===== src/rtl/tx_word_arbiter_pkg.sv =====
// Shared constants and types for the two-requester UART word arbiter.
// Word geometry, byte-count limit, FSM encoding and slot naming.
package tx_word_arbiter_pkg;

    localparam int WORD_SIZE_DEF  = 32;
    localparam int SIZE_WORD_DEF  = 3;
    localparam int DATA_WIDTH_DEF = 8;
    localparam int MAX_BYTES      = 4;

    typedef enum logic [2:0] {
        IDLE,
        LOAD,
        SEND,
        GAP,
        WAIT
    } state_t;

    typedef enum logic {
        SLOT0 = 1'b0,
        SLOT1 = 1'b1
    } slot_t;

    function automatic logic [1:0] slot_onehot(slot_t s);
        return (s == SLOT1) ? 2'b10 : 2'b01;
    endfunction

    function automatic slot_t slot_other(slot_t s);
        return (s == SLOT1) ? SLOT0 : SLOT1;
    endfunction

endpackage


===== src/rtl/tx_word_arbiter_if.sv =====
// Requester offers, transmitter handshake and grant for the arbiter.
// master = requesters/UART side, slave = arbiter.
interface tx_word_arbiter_if #(
    parameter int WORD_SIZE  = tx_word_arbiter_pkg::WORD_SIZE_DEF,
    parameter int SIZE_WORD  = tx_word_arbiter_pkg::SIZE_WORD_DEF,
    parameter int DATA_WIDTH = tx_word_arbiter_pkg::DATA_WIDTH_DEF
);
    import tx_word_arbiter_pkg::*;

    logic [WORD_SIZE-1:0]  req0_data;
    logic [SIZE_WORD-1:0]  req0_size;
    logic                  req0_valid;
    logic                  req0_busy;
    logic [WORD_SIZE-1:0]  req1_data;
    logic [SIZE_WORD-1:0]  req1_size;
    logic                  req1_valid;
    logic                  req1_busy;
    logic [DATA_WIDTH-1:0] tx_byte;
    logic                  tx_valid;
    logic                  tx_busy;
    logic [1:0]            grant;

    modport master (
        output req0_data, req0_size, req0_valid,
        output req1_data, req1_size, req1_valid,
        output tx_busy,
        input  req0_busy, req1_busy,
        input  tx_byte, tx_valid, grant
    );

    modport slave (
        input  req0_data, req0_size, req0_valid,
        input  req1_data, req1_size, req1_valid,
        input  tx_busy,
        output req0_busy, req1_busy,
        output tx_byte, tx_valid, grant
    );

endinterface


===== src/rtl/tx_word_arbiter_slot.sv =====
// One holding slot: latches an offered word and byte count while empty.
// The slot stays full (busy) until the arbiter frees it.
module tx_req_slot #(
    parameter int WORD_SIZE = tx_word_arbiter_pkg::WORD_SIZE_DEF,
    parameter int SIZE_WORD = tx_word_arbiter_pkg::SIZE_WORD_DEF
) (
    input  logic                 clk,
    input  logic                 rst,
    input  logic                 offer,
    input  logic [WORD_SIZE-1:0] data_in,
    input  logic [SIZE_WORD-1:0] size_in,
    input  logic                 free,
    output logic [WORD_SIZE-1:0] data,
    output logic [SIZE_WORD-1:0] size,
    output logic                 full,
    output logic                 busy
);
    import tx_word_arbiter_pkg::*;

    assign busy = full;

    // Capture an offer only while empty; freeing takes priority.
    always_ff @(posedge clk or negedge rst) begin
        if (!rst) begin
            full <= 1'b0;
            data <= '0;
            size <= '0;
        end else if (free) begin
            full <= 1'b0;
        end else if (offer && !full) begin
            full <= 1'b1;
            data <= data_in;
            size <= size_in;
        end
    end

endmodule


===== src/rtl/tx_word_arbiter.sv =====
// Round-robin arbiter feeding two requesters' words to one UART, LSB byte
// first, one strobe per byte with a GAP cycle covering busy-rise latency.
module tx_word_arbiter #(
    parameter int WORD_SIZE  = tx_word_arbiter_pkg::WORD_SIZE_DEF,
    parameter int SIZE_WORD  = tx_word_arbiter_pkg::SIZE_WORD_DEF,
    parameter int DATA_WIDTH = tx_word_arbiter_pkg::DATA_WIDTH_DEF
) (
    input logic             clk,
    input logic             rst,
    tx_word_arbiter_if.slave bus
);
    import tx_word_arbiter_pkg::*;

    logic [WORD_SIZE-1:0]  data0, data1, data_sel;
    logic [SIZE_WORD-1:0]  size0, size1, size_sel, eff_size;
    logic                  full0, full1;
    logic                  free0, free1, do_free;
    logic [DATA_WIDTH-1:0] cur_byte;
    logic                  is_last;

    state_t     state_q, state_n;
    slot_t      owner_q, owner_n;
    slot_t      ptr_q, ptr_n;
    logic [1:0] idx_q, idx_n;
    logic       last_q, last_n;

    tx_req_slot #(.WORD_SIZE(WORD_SIZE), .SIZE_WORD(SIZE_WORD)) u_slot0 (
        .clk     (clk),
        .rst     (rst),
        .offer   (bus.req0_valid),
        .data_in (bus.req0_data),
        .size_in (bus.req0_size),
        .free    (free0),
        .data    (data0),
        .size    (size0),
        .full    (full0),
        .busy    (bus.req0_busy)
    );

    tx_req_slot #(.WORD_SIZE(WORD_SIZE), .SIZE_WORD(SIZE_WORD)) u_slot1 (
        .clk     (clk),
        .rst     (rst),
        .offer   (bus.req1_valid),
        .data_in (bus.req1_data),
        .size_in (bus.req1_size),
        .free    (free1),
        .data    (data1),
        .size    (size1),
        .full    (full1),
        .busy    (bus.req1_busy)
    );

    assign data_sel = (owner_q == SLOT1) ? data1 : data0;
    assign size_sel = (owner_q == SLOT1) ? size1 : size0;
    assign eff_size = (size_sel > SIZE_WORD'(MAX_BYTES)) ?
                      SIZE_WORD'(MAX_BYTES) : size_sel;
    assign is_last  = (int'(idx_q) + 1) >= int'(eff_size);
    assign free0    = do_free && (owner_q == SLOT0);
    assign free1    = do_free && (owner_q == SLOT1);

    // Pick the owned slot's byte at the current index.
    always_comb begin
        cur_byte = '0;
        for (int i = 0; i < MAX_BYTES; i++) begin
            if (idx_q == 2'(i)) begin
                cur_byte = data_sel[i*DATA_WIDTH +: DATA_WIDTH];
            end
        end
    end

    // Strobe only in SEND with the transmitter ready; grant while active.
    always_comb begin
        bus.tx_valid = (state_q == SEND) && !bus.tx_busy;
        bus.tx_byte  = (state_q == SEND) ? cur_byte : '0;
        bus.grant    = (state_q == IDLE) ? 2'b00 : slot_onehot(owner_q);
    end

    // FSM state and datapath registers.
    always_ff @(posedge clk or negedge rst) begin
        if (!rst) begin
            state_q <= IDLE;
            owner_q <= SLOT0;
            ptr_q   <= SLOT0;
            idx_q   <= '0;
            last_q  <= 1'b0;
        end else begin
            state_q <= state_n;
            owner_q <= owner_n;
            ptr_q   <= ptr_n;
            idx_q   <= idx_n;
            last_q  <= last_n;
        end
    end

    // Next state; the slot is freed on its last strobe (or in LOAD for
    // size 0), and the registered last flag decides the WAIT exit.
    always_comb begin
        state_n = state_q;
        owner_n = owner_q;
        ptr_n   = ptr_q;
        idx_n   = idx_q;
        last_n  = last_q;
        do_free = 1'b0;
        unique case (state_q)
            IDLE: begin
                idx_n = '0;
                if (full0 && full1) begin
                    owner_n = ptr_q;
                    state_n = LOAD;
                end else if (full0) begin
                    owner_n = SLOT0;
                    state_n = LOAD;
                end else if (full1) begin
                    owner_n = SLOT1;
                    state_n = LOAD;
                end
            end
            LOAD: begin
                idx_n = '0;
                if (eff_size == '0) begin
                    do_free = 1'b1;
                    ptr_n   = slot_other(owner_q);
                    state_n = IDLE;
                end else if (!bus.tx_busy) begin
                    state_n = SEND;
                end
            end
            SEND: begin
                if (!bus.tx_busy) begin
                    last_n  = is_last;
                    state_n = GAP;
                    if (is_last) begin
                        do_free = 1'b1;
                        ptr_n   = slot_other(owner_q);
                    end
                end
            end
            GAP: begin
                state_n = WAIT;
            end
            WAIT: begin
                if (!bus.tx_busy) begin
                    if (last_q) begin
                        state_n = IDLE;
                    end else begin
                        idx_n   = idx_q + 2'd1;
                        state_n = SEND;
                    end
                end
            end
            default: state_n = IDLE;
        endcase
    end

endmodule


===== src/flat_wrapper.sv =====
// flat-port wrapper written by rule: the top's interface ports become plain ports
module tx_word_arbiter_flat import tx_word_arbiter_pkg::*;
#(
    parameter int WORD_SIZE  = tx_word_arbiter_pkg::WORD_SIZE_DEF,
    parameter int SIZE_WORD  = tx_word_arbiter_pkg::SIZE_WORD_DEF,
    parameter int DATA_WIDTH = tx_word_arbiter_pkg::DATA_WIDTH_DEF
)
  (clk, rst, bus_req0_data, bus_req0_size, bus_req0_valid, bus_req1_data, bus_req1_size, bus_req1_valid, bus_tx_busy, bus_req0_busy, bus_req1_busy, bus_tx_byte, bus_tx_valid, bus_grant);
  tx_word_arbiter_if #(.WORD_SIZE(WORD_SIZE), .SIZE_WORD(SIZE_WORD), .DATA_WIDTH(DATA_WIDTH)) bus_i ();
  input logic clk;
  input logic rst;
  input wire logic [$bits(bus_i.req0_data)-1:0] bus_req0_data;
  input wire logic [$bits(bus_i.req0_size)-1:0] bus_req0_size;
  input wire logic [$bits(bus_i.req0_valid)-1:0] bus_req0_valid;
  input wire logic [$bits(bus_i.req1_data)-1:0] bus_req1_data;
  input wire logic [$bits(bus_i.req1_size)-1:0] bus_req1_size;
  input wire logic [$bits(bus_i.req1_valid)-1:0] bus_req1_valid;
  input wire logic [$bits(bus_i.tx_busy)-1:0] bus_tx_busy;
  output wire logic [$bits(bus_i.req0_busy)-1:0] bus_req0_busy;
  output wire logic [$bits(bus_i.req1_busy)-1:0] bus_req1_busy;
  output wire logic [$bits(bus_i.tx_byte)-1:0] bus_tx_byte;
  output wire logic [$bits(bus_i.tx_valid)-1:0] bus_tx_valid;
  output wire logic [$bits(bus_i.grant)-1:0] bus_grant;
  assign bus_i.req0_data = bus_req0_data;
  assign bus_i.req0_size = bus_req0_size;
  assign bus_i.req0_valid = bus_req0_valid;
  assign bus_i.req1_data = bus_req1_data;
  assign bus_i.req1_size = bus_req1_size;
  assign bus_i.req1_valid = bus_req1_valid;
  assign bus_i.tx_busy = bus_tx_busy;
  assign bus_req0_busy = bus_i.req0_busy;
  assign bus_req1_busy = bus_i.req1_busy;
  assign bus_tx_byte = bus_i.tx_byte;
  assign bus_tx_valid = bus_i.tx_valid;
  assign bus_grant = bus_i.grant;
  tx_word_arbiter #(.WORD_SIZE(WORD_SIZE), .SIZE_WORD(SIZE_WORD), .DATA_WIDTH(DATA_WIDTH)) u_core (.clk(clk), .rst(rst), .bus(bus_i));
endmodule

===== config.mk =====
export PLATFORM = sky130hd
export DESIGN_NAME = tx_word_arbiter_flat
export DESIGN_NICKNAME = d
export VERILOG_FILES = /design/src/rtl/tx_word_arbiter_pkg.sv /design/src/rtl/tx_word_arbiter_if.sv /design/src/rtl/tx_word_arbiter_slot.sv /design/src/rtl/tx_word_arbiter.sv /design/src/flat_wrapper.sv
export SDC_FILE = /design/constraint.sdc
export NUM_CORES = 1
export LEC_CHECK = 0
export ABC_AREA = 1
export CAP_MARGIN = 20
export CORE_MARGIN = 10
export CORE_UTILIZATION = 45
export DETAILED_ROUTE_END_ITERATION = 10
export PLACE_DENSITY_LB_ADDON = 0.08
export SLEW_MARGIN = 10
export SYNTH_ARGS = -nofsm -noshare
export SYNTH_HDL_FRONTEND = slang
export SYNTH_HIERARCHICAL = 1
export SYNTH_SLANG_ARGS = --single-unit

===== constraint.sdc =====
create_clock -name clk -period 4.02 [get_ports clk]
set_input_delay 0.804 -clock clk [delete_from_list [all_inputs] [get_ports clk]]
set_output_delay 0.804 -clock clk [all_outputs]
set_load 0.1 [all_outputs]

## Word level (Yosys, flattened, before mapping)

Index checks and enable logic that the tools add are counted.

| cells by class | value |
|---|---|
| add/subtract/negate cells | 2 |
| eq/ne operators | 14 |
| magnitude comparators | 2 |
| bitwise operators | 4 |
| mux-type cells | 38 |
| reduce and logical (&&, ||, !) cells | 25 |

Operators by type and width:

| cell | number |
|---|---|
| 8-bit two-way mux | 5 |
| 32-bit by 4-bit greater-or-equal comparator with 1-bit output | 1 |
| 32-bit two-way mux | 1 |
| 3-bit two-way mux | 9 |
| 3-bit case mux with 5 select lines | 1 |
| 1-bit two-way mux | 14 |
| 2-bit two-way mux | 5 |
| 2-bit AND reduction | 4 |
| 4-bit AND reduction | 2 |
| 2-bit nonzero test | 4 |
| 3-bit by 2-bit equality test with 1-bit output, second input constant | 2 |
| 1-bit logical AND | 6 |
| 3-bit logical NOT | 2 |
| 2-bit inequality test, second input constant | 3 |
| 2-bit equality test, second input constant | 2 |
| 2-bit by 1-bit inequality test with 1-bit output, second input constant | 2 |
| 4-bit inequality test, second input constant | 1 |
| 1-bit inverter | 4 |
| 1-bit case mux with 2 select lines | 2 |
| 2-bit case mux with 2 select lines | 1 |
| 2-bit by 1-bit adder with 3-bit output, second input constant | 1 |
| 3-bit by 1-bit equality test with 1-bit output, second input constant | 1 |
| 3-bit equality test, second input constant | 1 |
| 3-bit greater-than comparator, second input constant | 1 |
| other kinds (8) | 10 |

| storage, ports and cells | value |
|---|---|
| register bits | 80 |
| bits of input ports | 75 |

## Depth between registers and ports, before layout

| depth | value |
|---|---|
| word-level depth | 10 |
| mapped depth | 17 |
| mapped depth without buffers | 15 |

## Cells and area by module

The synthesis kept the hierarchy.

Modules (own cells, without submodules):

| module | instances | area an instance (um^2) | cells an instance |
|---|---|---|---|
| tx_req_slot | 2 | 1452.6 | 156 |
| tx_word_arbiter | 1 | 1388.8 | 240 |

## Worst setup path after synthesis

OpenSTA, ideal clock, no wires.

| path | value |
|---|---|
| kind | reg2out |
| start | reg u_core.idx_q[0] |
| end | out bus_tx_byte[0] |
| required time | 3.216 ns |
| slack | 0.060 ns |
| cell stages (with the launch flop) | 8 |
| data arrival time | 3.156 ns |
| path buffers | 1 |
| path through | dfrtp_1 ha_1 buf_2 nor2_4 o211ai_1 nand2_1 a21oi_1 nor3_1 |

| on the way | value |
|---|---|
| word-level cells in the longest chain between the ends | 6 |

RTL lines:

| item | RTL line | text |
|---|---|---|
| from (decl) | tx_word_arbiter.sv:24 | `logic [1:0] idx_q, idx_n;` |
| from (signal assigned) | tx_word_arbiter.sv:90 | `idx_q <= idx_n;` |
| 2-bit logical NOT | tx_word_arbiter.sv:65 | `if (idx_q == 2'(i)) begin` |
| 8-bit two-way mux (3 in series) | tx_word_arbiter.sv:65 |  |
| 8-bit two-way mux * | tx_word_arbiter.sv:65 |  |
| 8-bit two-way mux * | tx_word_arbiter.sv:74 | `bus.tx_byte = (state_q == SEND) ? cur_byte : '0;` |
| to (decl) | flat_wrapper.sv:21 | `output wire logic [$bits(bus_i.tx_byte)-1:0] bus_tx_byte;` |

Mark *: on every way between the ends. The rest lies on a longest branch, timed or not.

## Worst setup path after layout

| path | value |
|---|---|
| start | reg u_core.idx_q[1] |
| end | out bus_tx_byte[3] |

The elaborated chain is that of the path after synthesis.

==> impl_metrics.toml <==
[status]
outcome = "finished clean"

[die]
die_w_microns = 118
core_area_sq_um = 9280
fp.dieArea_sq_um = 13800
io_pins = 88
rows = 35
start_util_pct = 46.3
die_h_microns = 118

[clock_network]
clockRootBuffer = "clkbuf_8"
cts_setup_buffers = 0
cts.path.max_buffers = 2
ctsResizeCount = 0
cts.sinks = 80
cts_buffers = 9
clk_latency_ns = 0.35
path_clk_slew_ns = 0.08
cts_tree = "built"
holdBufCountCts = 0
htree_levels = 3

[cells_and_area]
final_core_util_pct = 57.4
drive_gt1_share_pct = 8.60
instances_no_fill = 757
antenna_cells = 0
nets = 705
multiInputGateArea_sq_um = 1910
area_growth_pct = 24.2
seqCellArea_sq_um = 2000
fillers = 902

[sta]
relSlewSlack_pct = 34.8
post-route-min-period_ns = 3.15
finalWorstSetupSlack_ns = 0.866
max_freq_mhz = 317
rsz0062_at_grt = "false"
fin_setup_tns_ns = 0
drv_slew = 0
finClkSkew_ns = 0.0125
worst_slew_pin_slew_ns = 0.974
setup_viol = 0
finalHoldViolations = 0
min_period_over_period_pct = 78.5

[setup_path]
reg2reg_depth = 15
r2r_end = "u_core/u_slot1/data[1]$_DFFE_PN0P_"
worstSetupPathType = "reg2out"
r2r_slack_ns = 0.90
startpoint_type = "flop"
crit_required_ns = 3.22
cp-end-kind = "primary output"
r2r-start = "u_core/owner_q$_DFFE_PN0P_"
cp.arrival_ns = 2.35
cp_max_fo = 9

[yosys]
syn_avg_cell_area_sq_um = 7.78
synth_cells = 552
synth.distinct_cells = 27
synth-seq-area-share_pct = 46.6
synth-warning-count = 6
synth_area_sq_um = 4290
synth-seq-cells = 80
syn-num-nets = 634

[global_route]
overflow = 0
grt_use_met2_pct = 25.0
met1_usage_pct = 24.5
grt_pass1_vias = 3786
grt_pass1_wl_microns = 19600
use_met3_pct = 4.17
antenna_found_initial = 0
grt_usage_pct = 17.1
top_usage_layer = "met2"
grt_max_degree = 81

[power]
irDropWorstVdd_mv = 0.252
power.leakage_nw = 2.66
p_per_area_nw_per_um2 = 771
total_power_w = 0.00411

[routing]
drtIter0Drc = 303
wirelength_microns = 11800
firstDrtPassIters = 5
post_drt_wl_per_cell_microns = 15.6
drtAntennaViolNets = 0
drc = 0
vias_per_cell = 5.05
via_count = 3823

[worst_hold_path]
hold_path_class = "in2async"

[placement]
place_congestion = 0.839
dp_slack_ns = 0.900
post-dp-hpwl_microns = 8620
dp.cells = 740
io_buffers = 87

[job]
cap_viol_max_count = 0
synth_stat cells (all sizes together):
cell	count	area share, %
nand2	216	19
dfrtp	80	47
ha	7	2.0
nor2	24	2.9
and2	1	0.20
o21a	1	0.17
o21ai	20	2.3
nand3	93	11
buf	33	6.0
o211ai	10	1.7
nor3	9	1.5
a21oi	16	2.0
or2	9	1.4
inv	33	2.9
power breakdown:
part | internal (W) | leakage [nW] | switching (W)
clock | 0.000370 | 0.117 | 0.000312
sequential | 0.00117 | 1.00 | 0.000280
combinational | 0.000630 | 1.54 | 0.00135
total | 0.00217 | 2.66 | 0.00194
critical path, stage by stage (launching register included):
cell	delay (ns)
dfrtp_1	0.40
inv_1	0.09
ha_1	0.33
nor2_4	0.27
o211ai_1	0.12
nand2_1	0.10
a21oi_1	0.06
nor3_1	0.28
buf_4	0.36
placed cells by master, fill, tap and decap left out, drive strengths merged:
master and n:
dfrtp 80, o211ai 10, o21ai 20, buf 18, ha 7, or2 9
nor2 24, o21a 1, clkdlybuf4s50 75, nor3 9, nand2 216, clkinv 3
nand3 93, and2 1, inv 34, bufinv 2, a21oi 16, clkbuf 10
per-layer routing:
layer | up-vias | share of wire [%]
li1 | 1911 | -
met4 | 0 | 0.98
met2 | 125 | 44
met3 | 10 | 6.2
met5 | - | 0
met1 | 1777 | 49
registers in the layout, indices dropped and copies added, names as in the netlist:
| register | cells |
|---|---|
| u_core/u_slot0/data | 32 |
| u_core/u_slot1/data | 32 |
| u_core/state_q | 3 |
| u_core/u_slot0/size | 3 |
| u_core/u_slot1/size | 3 |
| u_core/idx_q | 2 |
| u_core/last_q | 1 |
| u_core/owner_q | 1 |
| u_core/ptr_q | 1 |
| u_core/u_slot0/busy | 1 |
| u_core/u_slot1/busy | 1 |
worst max path at each step:
stage	startpoint	end	slack (ns)	cells after the start
after floorplan	u_core/idx_q[0]$_DFFE_PN0P_	bus_tx_byte[0]	0.06	7
after global placement	bus_tx_busy	u_core/u_slot1/data[20]$_DFFE_PN0P_	0.94	10
after detailed placement	bus_tx_busy	u_core/u_slot1/data[7]$_DFFE_PN0P_	0.90	10
after global routing	u_core/owner_q$_DFFE_PN0P_	u_core/u_slot1/size[1]$_DFFE_PN0P_	0.57	15
final	u_core/idx_q[1]$_DFFE_PN0P_	bus_tx_byte[3]	0.87	8
after CTS	u_core/idx_q[1]$_DFFE_PN0P_	bus_tx_byte[3]	0.81	8
cell families after synthesis:
kind of cell | share of synthesized area [%]
buf+inv | 8.95
compound gates | 6.29
flops | 46.6
simple gates | 36.1
fa+ha+maj | 2.04
layout make-up:
type | count | share of cell area (%)
clock buffers | 10 | 2.58
clock inverters | 6 | 1.71
inverters | 33 | 2.37
multi-input cells | 406 | 35.8
flip-flops and latches | 80 | 37.5
well taps | 129 | 3.03
repair buffers | 93 | 17.0
stage by stage:
step           hold slack (ns)  area (sq um)
6_report                 0.352          5330
3_5_place_dp             0.459          5080
4_1_cts                  0.481          5310
2_1_floorplan            0.434          4290
5_1_grt                  0.355          5330
3_3_place_gp             0.454          5080
(Power assumes the default switching activity.)
